[config.mk]
export PLATFORM = sky130hd
export DESIGN_NAME = alu_seq_ctrl
export DESIGN_NICKNAME = d
export VERILOG_FILES = /design/src/rtl/alu_seq_ctrl.sv
export SDC_FILE = /design/constraint.sdc
export NUM_CORES = 1
export LEC_CHECK = 0
export BUFFER_PORTS_ARGS = -buffer_cell sky130_fd_sc_hd__buf_2
export CORE_MARGIN = 4
export CORE_UTILIZATION = 44
export DETAILED_ROUTE_END_ITERATION = 8
export GPL_ROUTABILITY_DRIVEN = 0
export MAX_ROUTING_LAYER = met4
export PLACE_DENSITY_LB_ADDON = 0.08
export SYNTH_ARGS = -nofsm -noshare
export SYNTH_HDL_FRONTEND = slang
export SYNTH_SLANG_ARGS = --single-unit
[constraint.sdc]
create_clock -name clk -period 2.6 [get_ports clk]
set_input_delay 0.52 -clock clk [delete_from_list [all_inputs] [get_ports clk]]
set_output_delay 0.52 -clock clk [all_outputs]
set_load 0.1 [all_outputs]
[src/rtl/alu_seq_ctrl.sv]
// Multi-cycle control FSM for the ALU datapath: decodes Opcode/Funct and drives
// every mux select and write enable, one state per clock.
module alu_seq_ctrl #(
    parameter logic [5:0] ADDM_OP = 6'h01
) (
    input  logic       clk,
    input  logic       reset,
    input  logic [5:0] Opcode,
    input  logic [5:0] Funct,
    input  logic       Zero,
    input  logic       Overflow,
    output logic [1:0] ALUSrcA,
    output logic [2:0] ALUSrcB,
    output logic [2:0] ALUOp,
    output logic [1:0] PCSource,
    output logic       IorD,
    output logic [1:0] RegDst,
    output logic [1:0] MemToReg,
    output logic       PCWrite,
    output logic       MemWrite,
    output logic       IRWrite,
    output logic       RegWrite,
    output logic       MDRWrite,
    output logic       ALUOutWrite,
    output logic       ABWrite,
    output logic       Exception
);

    localparam logic [4:0] S_RESET       = 5'd0;
    localparam logic [4:0] S_FETCH       = 5'd1;
    localparam logic [4:0] S_FETCH_WAIT  = 5'd2;
    localparam logic [4:0] S_DECODE      = 5'd3;
    localparam logic [4:0] S_R_EXEC      = 5'd4;
    localparam logic [4:0] S_R_WB        = 5'd5;
    localparam logic [4:0] S_I_EXEC      = 5'd6;
    localparam logic [4:0] S_I_WB        = 5'd7;
    localparam logic [4:0] S_BRANCH      = 5'd8;
    localparam logic [4:0] S_MEM_ADDR    = 5'd9;
    localparam logic [4:0] S_MEM_WR      = 5'd10;
    localparam logic [4:0] S_MEM_RD      = 5'd11;
    localparam logic [4:0] S_MEM_RD_WAIT = 5'd12;
    localparam logic [4:0] S_LW_WB       = 5'd13;
    localparam logic [4:0] S_ADDM_EXEC   = 5'd14;
    localparam logic [4:0] S_EXC         = 5'd15;

    localparam logic [5:0] OP_RTYPE = 6'h00;
    localparam logic [5:0] OP_ADDI  = 6'h08;
    localparam logic [5:0] OP_ADDIU = 6'h09;
    localparam logic [5:0] OP_ANDI  = 6'h0C;
    localparam logic [5:0] OP_BEQ   = 6'h04;
    localparam logic [5:0] OP_BNE   = 6'h05;
    localparam logic [5:0] OP_LW    = 6'h23;
    localparam logic [5:0] OP_SW    = 6'h2B;

    localparam logic [5:0] FN_ADD = 6'h20;
    localparam logic [5:0] FN_SUB = 6'h22;
    localparam logic [5:0] FN_AND = 6'h24;

    logic [4:0] state, next_state;

    logic is_r, is_imm, is_br, is_mem;
    logic op_addi, op_andi, op_beq, op_lw, op_sw, op_addm;
    logic fn_add, fn_sub, fn_and, fn_ok, fn_arith;

    assign is_r     = (Opcode == OP_RTYPE);
    assign op_addi  = (Opcode == OP_ADDI);
    assign op_andi  = (Opcode == OP_ANDI);
    assign op_beq   = (Opcode == OP_BEQ);
    assign op_lw    = (Opcode == OP_LW);
    assign op_sw    = (Opcode == OP_SW);
    assign op_addm  = (Opcode == ADDM_OP);
    assign is_imm   = op_addi || (Opcode == OP_ADDIU) || op_andi;
    assign is_br    = op_beq || (Opcode == OP_BNE);
    assign is_mem   = op_lw || op_sw || op_addm;
    assign fn_add   = (Funct == FN_ADD);
    assign fn_sub   = (Funct == FN_SUB);
    assign fn_and   = (Funct == FN_AND);
    assign fn_ok    = fn_add || fn_sub || fn_and;
    assign fn_arith = fn_add || fn_sub;

    always_ff @(posedge clk) begin
        if (reset) state <= S_RESET;
        else       state <= next_state;
    end

    always_comb begin
        next_state = S_RESET;
        case (state)
            S_RESET:      next_state = S_FETCH;
            S_FETCH:      next_state = S_FETCH_WAIT;
            S_FETCH_WAIT: next_state = S_DECODE;
            S_DECODE: begin
                if (is_r)        next_state = S_R_EXEC;
                else if (is_imm) next_state = S_I_EXEC;
                else if (is_br)  next_state = S_BRANCH;
                else if (is_mem) next_state = S_MEM_ADDR;
                else             next_state = S_EXC;
            end
            S_R_EXEC: begin
                if (!fn_ok || (fn_arith && Overflow)) next_state = S_EXC;
                else                                  next_state = S_R_WB;
            end
            S_R_WB:        next_state = S_FETCH;
            // ADDIU deliberately ignores Overflow
            S_I_EXEC:      next_state = (op_addi && Overflow) ? S_EXC : S_I_WB;
            S_I_WB:        next_state = S_FETCH;
            S_BRANCH:      next_state = S_FETCH;
            S_MEM_ADDR:    next_state = op_sw ? S_MEM_WR : S_MEM_RD;
            S_MEM_WR:      next_state = S_FETCH;
            S_MEM_RD:      next_state = S_MEM_RD_WAIT;
            S_MEM_RD_WAIT: next_state = op_lw ? S_LW_WB : S_ADDM_EXEC;
            S_LW_WB:       next_state = S_FETCH;
            S_ADDM_EXEC:   next_state = Overflow ? S_EXC : S_I_WB;
            S_EXC:         next_state = S_FETCH;
            default:       next_state = S_RESET;
        endcase
    end

    always_comb begin
        ALUSrcA     = 2'b00;
        ALUSrcB     = 3'b000;
        ALUOp       = 3'b000;
        PCSource    = 2'b00;
        IorD        = 1'b0;
        RegDst      = 2'b00;
        MemToReg    = 2'b00;
        PCWrite     = 1'b0;
        MemWrite    = 1'b0;
        IRWrite     = 1'b0;
        RegWrite    = 1'b0;
        MDRWrite    = 1'b0;
        ALUOutWrite = 1'b0;
        ABWrite     = 1'b0;
        Exception   = 1'b0;
        case (state)
            S_FETCH: begin
                ALUSrcB = 3'b001;
                ALUOp   = 3'b001;
                PCWrite = 1'b1;
            end
            S_FETCH_WAIT: IRWrite = 1'b1;
            // ALUOut captures the branch target speculatively for every opcode
            S_DECODE: begin
                ABWrite     = 1'b1;
                ALUSrcB     = 3'b011;
                ALUOp       = 3'b001;
                ALUOutWrite = 1'b1;
            end
            S_R_EXEC: begin
                ALUSrcA     = 2'b01;
                ALUOutWrite = 1'b1;
                if (fn_add)      ALUOp = 3'b001;
                else if (fn_sub) ALUOp = 3'b010;
                else if (fn_and) ALUOp = 3'b011;
            end
            S_R_WB: begin
                RegDst   = 2'b01;
                RegWrite = 1'b1;
            end
            S_I_EXEC: begin
                ALUSrcA     = 2'b01;
                ALUSrcB     = op_andi ? 3'b100 : 3'b010;
                ALUOp       = op_andi ? 3'b011 : 3'b001;
                ALUOutWrite = 1'b1;
            end
            S_I_WB: RegWrite = 1'b1;
            S_BRANCH: begin
                ALUSrcA  = 2'b01;
                ALUOp    = 3'b010;
                PCSource = 2'b01;
                PCWrite  = op_beq ? Zero : ~Zero;
            end
            S_MEM_ADDR: begin
                ALUSrcA     = 2'b01;
                ALUSrcB     = 3'b010;
                ALUOp       = 3'b001;
                ALUOutWrite = 1'b1;
            end
            S_MEM_WR: begin
                IorD     = 1'b1;
                MemWrite = 1'b1;
            end
            S_MEM_RD: IorD = 1'b1;
            S_MEM_RD_WAIT: begin
                IorD     = 1'b1;
                MDRWrite = 1'b1;
            end
            S_LW_WB: begin
                MemToReg = 2'b01;
                RegWrite = 1'b1;
            end
            S_ADDM_EXEC: begin
                ALUSrcA     = 2'b10;
                ALUSrcB     = 3'b101;
                ALUOp       = 3'b001;
                ALUOutWrite = 1'b1;
            end
            S_EXC:   Exception = 1'b1;
            default: ;
        endcase
    end

endmodule

==> summary.txt, run 1 <==
Distinct cells, synth -> 45
DRT antenna net count -> 0
CP arrival -> 2.03 ns
Worst hold path class -> in -> reg
Die area -> 2431 um^2
WHS -> 0.4941 ns
Worst-path clk slew -> 0.04 ns
R2R setup slack -> 0.86 ns
CTS tree -> done
Initial DRC count -> 13
Pleak -> 0.0004644 uW
N_diodes -> 0
Setup Fix Bufs, Post-CTS -> 0
Clock latency at the later pin of the worst-skew pair -> 0.23 ns
Nets -> 165
First-pass GRT wire length -> 3870 um
Share of the synthesized area in the top cell type -> 0.1067
Cts bufs inserted -> 3
Vias in the first global route -> 925
Cell taking the most area after synthesis -> dfxtp_1
DR WL/cell -> 14.22 um
Synthesized area -> 750.7 um^2
Slew HR -> 0.5784
Largest net degree at the start of global routing -> 20
Register Area -> 81.33 um^2
Final hold violation count -> 0
Worst Tran Pin Value -> 0.6316 ns
Io pins -> 39
Multi-input gate area -> 659.4 um^2
Placed cell count -> 160
Filler Cell Count -> 146
Crit Path Class -> in -> out
Syn Inst Count -> 112
Worst vdd ir -> 0.0003715 V
Reg2Reg Capture Point -> state[1]$_SDFF_PP0_
Vias post-DR -> 957
RR Startpoint -> state[3]$_SDFF_PP0_
Biggest regs -> state (4)
Syn-to-layout area delta -> 43.83%
RSZ-0062 raised after global routing -> no
Post-synthesis sequential element count -> 4
Final period util -> 0.9809
Slowest-stage cell, CP -> or4_4
Final Util -> 0.6926
Cell chosen for the clock root -> clkbuf_4
Die W -> 49.31 um
Initial Utilization -> 0.4815
Crit path to -> PCWrite
YS warnings -> 0
Max FFs per register -> 4
Row count -> 14
Slew Viols, Final -> 0
Largest cells by area after synthesis -> dfxtp_1 (11%), nand2b_1 (5.8%), nor2_1 (5.5%), buf_4 (5.0%), nand2_1 (4.0%)
Fmax -> 0.3921 GHz
Max-cap check violation count -> 0
Worst R2R Path Depth -> 4
Startpoint Class -> primary input
Critical Path Fanout Max -> 3
Port Buf Inserts -> 34
Initial antenna violation count -> 0
CP cell instances -> buf_2 -> or4_4 -> or3_1 -> a31oi_1 -> nor3_2 -> buf_4
Largest Register -> state
DR vias/cell -> 5.871
Worst clock skew -> 0.0008985 ns
Total track usage -> 0.1974
Non-Filler Instances -> 163
Pwr dens -> 530.0 nW/um^2
Seq/Total Area, Yosys -> 0.1067
Final min period -> 2.550 ns
H-tree levels -> 1
TritonCTS Sinks -> 4
HPWL Detailed -> 1763 um
Clk buf depth -> 2
Average size of a mapped cell -> 6.703 um^2
# setup viols final -> 0
Area after DPL -> 1047 um^2
Layout cells sized above 1 -> 0.4762
Critical Path End Type -> output pin
GRT overflow -> 0
TritonRoute pass-1 iters -> 4
Crit-path max cell delay -> 0.53 ns
Final Cell Area -> 1080 um^2
Status -> finished, final reports clean
Req. time, crit path -> 2.08 ns
Die Ht -> 49.31 um
DRC errors left -> 0
Final WL -> 2318 um
Core area -> 1559 um^2
Critical path launch point -> Opcode[0]
-- worst min-delay path by stage --
| stage | start | end | slack, ns | depth (start not counted) |
|---|---|---|---|---|
| floorplan | state[1]$_SDFF_PP0_ | state[2]$_SDFF_PP0_ | 0.53 | 2 |
| global placement | state[0]$_SDFF_PP0_ | state[2]$_SDFF_PP0_ | 0.71 | 2 |
| detailed placement | state[0]$_SDFF_PP0_ | state[2]$_SDFF_PP0_ | 0.72 | 2 |
| CTS | reset | state[0]$_SDFF_PP0_ | 0.49 | 2 |
| global route | reset | state[1]$_SDFF_PP0_ | 0.50 | 2 |
| finish | reset | state[3]$_SDFF_PP0_ | 0.49 | 2 |
-- cell usage after synthesis, drive strengths merged --
cell type,number
nand4b,1
clkbuf,6
nand2,8
o32ai,2
o41ai,2
a21o,1
and2,3
o21ai,5
nand3,2
nor2,11
xnor2,1
inv,3
conb,1
o311ai,1
a221oi,1
and2b,2
a211o,1
mux2i,1
o311a,1
and3,1
nor3b,1
a21boi,2
or3,3
a31oi,4
o31ai,1
and4bb,1
buf,8
o22ai,3
a2111oi,1
o31a,1
nor2b,3
a211oi,1
nand2b,7
nand3b,3
nor4b,1
o221ai,1
nor3,5
nor4,2
dfxtp,4
a21oi,4
or4,2
-- layout make-up --
type,instances,share of cell area
Timing Repair Buffer,43,0.2642
Multi-Input combinational cell,94,0.6107
Clock buffer,3,0.02086
Sequential cell,4,0.07532
Tap cell,16,0.01854
Inverter,3,0.01043
-- where the power goes --
part           internal, uW  switching [uW]  total [uW]
sequential             69.7            22.5        92.2
combinational           104             300         404
clock                  51.6            24.4        76.0
-- metrics by stage --
stage / setup WS [ns] / setup TNS (ns) / total power, uW
2_1_floorplan: -0.4580 / -1.405 / 416.4
3_3_place_gp: 0.007133 / 0 / 487.2
3_5_place_dp: -0.02474 / -0.02474 / 491.2
4_1_cts: 0.02815 / 0 / 571.7
5_1_grt: 0.007792 / 0 / 600.9
6_report: 0.04953 / 0 / 572.2
-- logic make-up after synthesis --
kind of cell,synth area share
AND/OR/NAND/NOR,0.4317
AO/OA/AOI/OAI,0.3000
buffers and inverters,0.1317
flip-flops,0.1067
XOR/XNOR,0.01167
multiplexers,0.01333
other,0.004995
-- per-layer routing --
| layer | up-vias | global-route usage | wire, um |
|---|---|---|---|
| li1 | 479 | - | - |
| met1 | 440 | 0.2623 | 1056 |
| met2 | 36 | 0.3013 | 1101 |
| met3 | 2 | 0.009174 | 141 |
| met4 | 0 | 0.09953 | 19 |
| met5 | - | - | 0 |
-- cell usage in the layout (no fill, tap or decap), types with 3 or more instances in the layout --
cell      count
clkbuf_4      3
nor3_2        4
o21ai_0       4
dfxtp_1       3
nand3b_1      3
a31oi_1       4
nor2_1        7
inv_1         3
conb_1        4
and2_1        3
nor2b_1       3
a21oi_1       4
nor2_2        4
buf_4        10
buf_12        3
nand2_1       8
nand2b_1      7
buf_2        30
-- critical path, delay by kind of cell --
family,cells,cell delay [ns]
AOI/OAI and AO/OA,1,0.22
and+or+nand+nor,3,0.94
buffers and inverters,2,0.34
-- what timing repair did --
action                     CTS  global route
hold buffers                 0             0
setup endpoints to repair    1             3
gates resized for setup      1             2
Power figures use the tool's default switching activity.
==> inputs of run 2 (changes only) <==
BUFFER_PORTS_ARGS = not set   (was -buffer_cell sky130_fd_sc_hd__buf_2)
CORE_UTILIZATION = 45   (was 44)
DONT_BUFFER_PORTS = 1   (was not set)
==> summary.txt, run 2 (synthesis gave the netlist of run 1 again) <==
Layout cells sized above 1 -> 0.3984 (-0.07775)
Largest Register -> state
TritonRoute pass-1 iters -> 4 (unchanged)
Die W -> 48.85 um (-0.93%)
Slew Viols, Final -> 0 (unchanged)
First-pass GRT wire length -> 3601 um (-7.0%)
Worst-path clk slew -> 0.04 ns (about the same)
Critical Path Fanout Max -> 5 (+2)
Critical Path End Type -> output pin
Largest net degree at the start of global routing -> 18 (-10%)
Port Buf Inserts -> 0 (-100%)
Final period util -> 0.9423 (-0.03861)
Max FFs per register -> 4 (unchanged)
Sw Pwr -> 346.6 uW (-0.15%)
Combinational Power Share -> 0.720 (+0.014)
Nets -> 146 (-12%)
Final Cell Area -> 1099 um^2 (+1.7%)
Met3 Use GR -> 0.04893 (+0.03976)
Final Util -> 0.7127 (+0.02005)
Startpoint Class -> primary input
Seq pwr share -> 0.156 (-0.005)
N_diodes -> 0 (unchanged)
DRT antenna net count -> 0 (unchanged)
CTS Hold Bufs -> 0 (unchanged)
H-tree levels -> 1 (unchanged)
WHS -> 0.3576 ns (-0.1366 ns)
Worst vdd ir -> 0.0004722 V (+27%)
DR WL/cell -> 15.20 um (+6.9%)
CTS tree -> done
Core area -> 1541 um^2 (-1.1%)
Initial Utilization -> 0.4870 (+0.005472)
Initial DRC count -> 20 (+7)
Pwr dens -> 538.1 nW/um^2 (+1.5%)
Gr busiest metal -> met2
Syn-to-layout area delta -> 46.33%
Cell chosen for the clock root -> clkbuf_4
Final min period -> 2.450 ns (-0.1004 ns)
Filler Cell Count -> 121 (-17%)
Clk buf depth -> 2 (unchanged)
Final WL -> 2189 um (-5.6%)
Crit Path Class -> in -> out
Total track usage -> 0.1836 (-0.01376)
Die Ht -> 48.85 um (-0.93%)
Status -> finished, final reports clean
TritonCTS Sinks -> 4 (unchanged)
RSZ-0062 raised after global routing -> no
DR vias/cell -> 6.208 (+5.7%)
Fmax -> 0.4082 GHz (+4.1%)
Row count -> 14 (unchanged)
Area after DPL -> 1076 um^2 (+2.7%)
CP arrival -> 1.93 ns (-0.10 ns)
Setup Fix Bufs, Post-CTS -> 0 (unchanged)
GRT overflow -> 0 (unchanged)
Cts bufs inserted -> 3 (unchanged)
Clock latency at the later pin of the worst-skew pair -> 0.23 ns (about the same)
Biggest regs -> state (4)
Initial antenna violation count -> 0 (unchanged)
Worst Tran Pin Value -> 0.6078 ns (-0.02380 ns)
Worst hold path class -> in -> reg
Die area -> 2386 um^2 (-1.9%)
R2R setup slack -> 0.62 ns (-0.24 ns)
Most common cell after layout, fill and taps aside -> buf_4
Post-cts resize count -> 0 (-1)
Io pins -> 39 (unchanged)
Internal Pwr Total -> 244.5 uW (+8.6%)
M1 GR Usage -> 0.2140 (-0.04827)
Final hold violation count -> 0 (unchanged)
Req. time, crit path -> 2.08 ns (about the same)
Max-cap check violation count -> 0 (unchanged)
Pleak -> 0.0004018 uW (-13%)
# setup viols final -> 0 (unchanged)
Grt met2 use -> 0.3174 (+0.01605)
Worst clock skew -> 0.001898 ns (+0.0009998 ns)
Clock power frac -> 0.124 (-0.009)
Final TNS setup -> 0 ns (unchanged)
Slew HR -> 0.5891 (+0.01074)
Vias post-DR -> 894 (-6.6%)
HPWL Detailed -> 1809 um (+2.6%)
Sw frac -> 0.5864 (-0.02026)
Most frequent cells in the layout -> buf_4 (18), nand2_1 (8), nand2b_1 (7)
Vias in the first global route -> 829 (-10%)
DRC errors left -> 0 (unchanged)
-- run 2: cell types whose count changed in the layout (fill, tap and decap cells not counted), sizes merged --
cell and delta:
buf -19
-- run 2: metal layers --
layer / share of wire / vias to the layer above / wire (um)
met4: 0 / 0 / 0
met1: 0.43 / 410 / 938
met5: 0 / - / 0
li1: - / 444 / -
met3: 0.083 / 0 / 181
met2: 0.49 / 40 / 1069
-- run 2: final timing paths --
| kind | endpoint | cells after the start | from |
|---|---|---|---|
| hold reg to reg | state[2]$_SDFF_PP0_ | 2 | state[1]$_SDFF_PP0_ |
| setup reg to reg | state[1]$_SDFF_PP0_ | 4 | state[0]$_SDFF_PP0_ |
| hold / removal | state[3]$_SDFF_PP0_ | 1 | reset |
| setup / recovery | PCWrite | 5 | Opcode[0] |
-- run 2: layout make-up --
class	instances	area [um^2]	area share
multi-input combinational	94	709.4	0.6458
timing repair buffer	24	255.2	0.2323
sequential	4	80.08	0.07289
clock buffer	3	22.52	0.02050
tap	16	20.02	0.01822
inverter	3	11.26	0.01025
-- run 2: power groups by stage --
stage / Combinational, uW / Sequential, uW / Clock (uW)
2_1_floorplan: 341 / 75.6 / 0
3_3_place_gp: 424 / 92.4 / 0
3_5_place_dp: 426 / 92.1 / 0
4_1_cts: 427 / 91.4 / 75.5
5_1_grt: 445 / 93.5 / 81.9
6_report: 426 / 92.0 / 73.4
-- run 2: worst max-delay path, stage by stage --
cell and delay, ns:
or4_4 0.53, or3_1 0.36, a31oi_1 0.27, nor3_4 0.07, buf_12 0.18
-- run 2: through the flow --
stage | cells | setup WS, ns | power, uW
2_1_floorplan | 115 | -0.4580 | 416.4
3_3_place_gp | 141 | 0.1604 | 516.7
3_5_place_dp | 141 | 0.1531 | 518.4
4_1_cts | 144 | 0.1450 | 594.2
5_1_grt | 144 | 0.08917 | 620.1
6_report | 144 | 0.1499 | 591.1
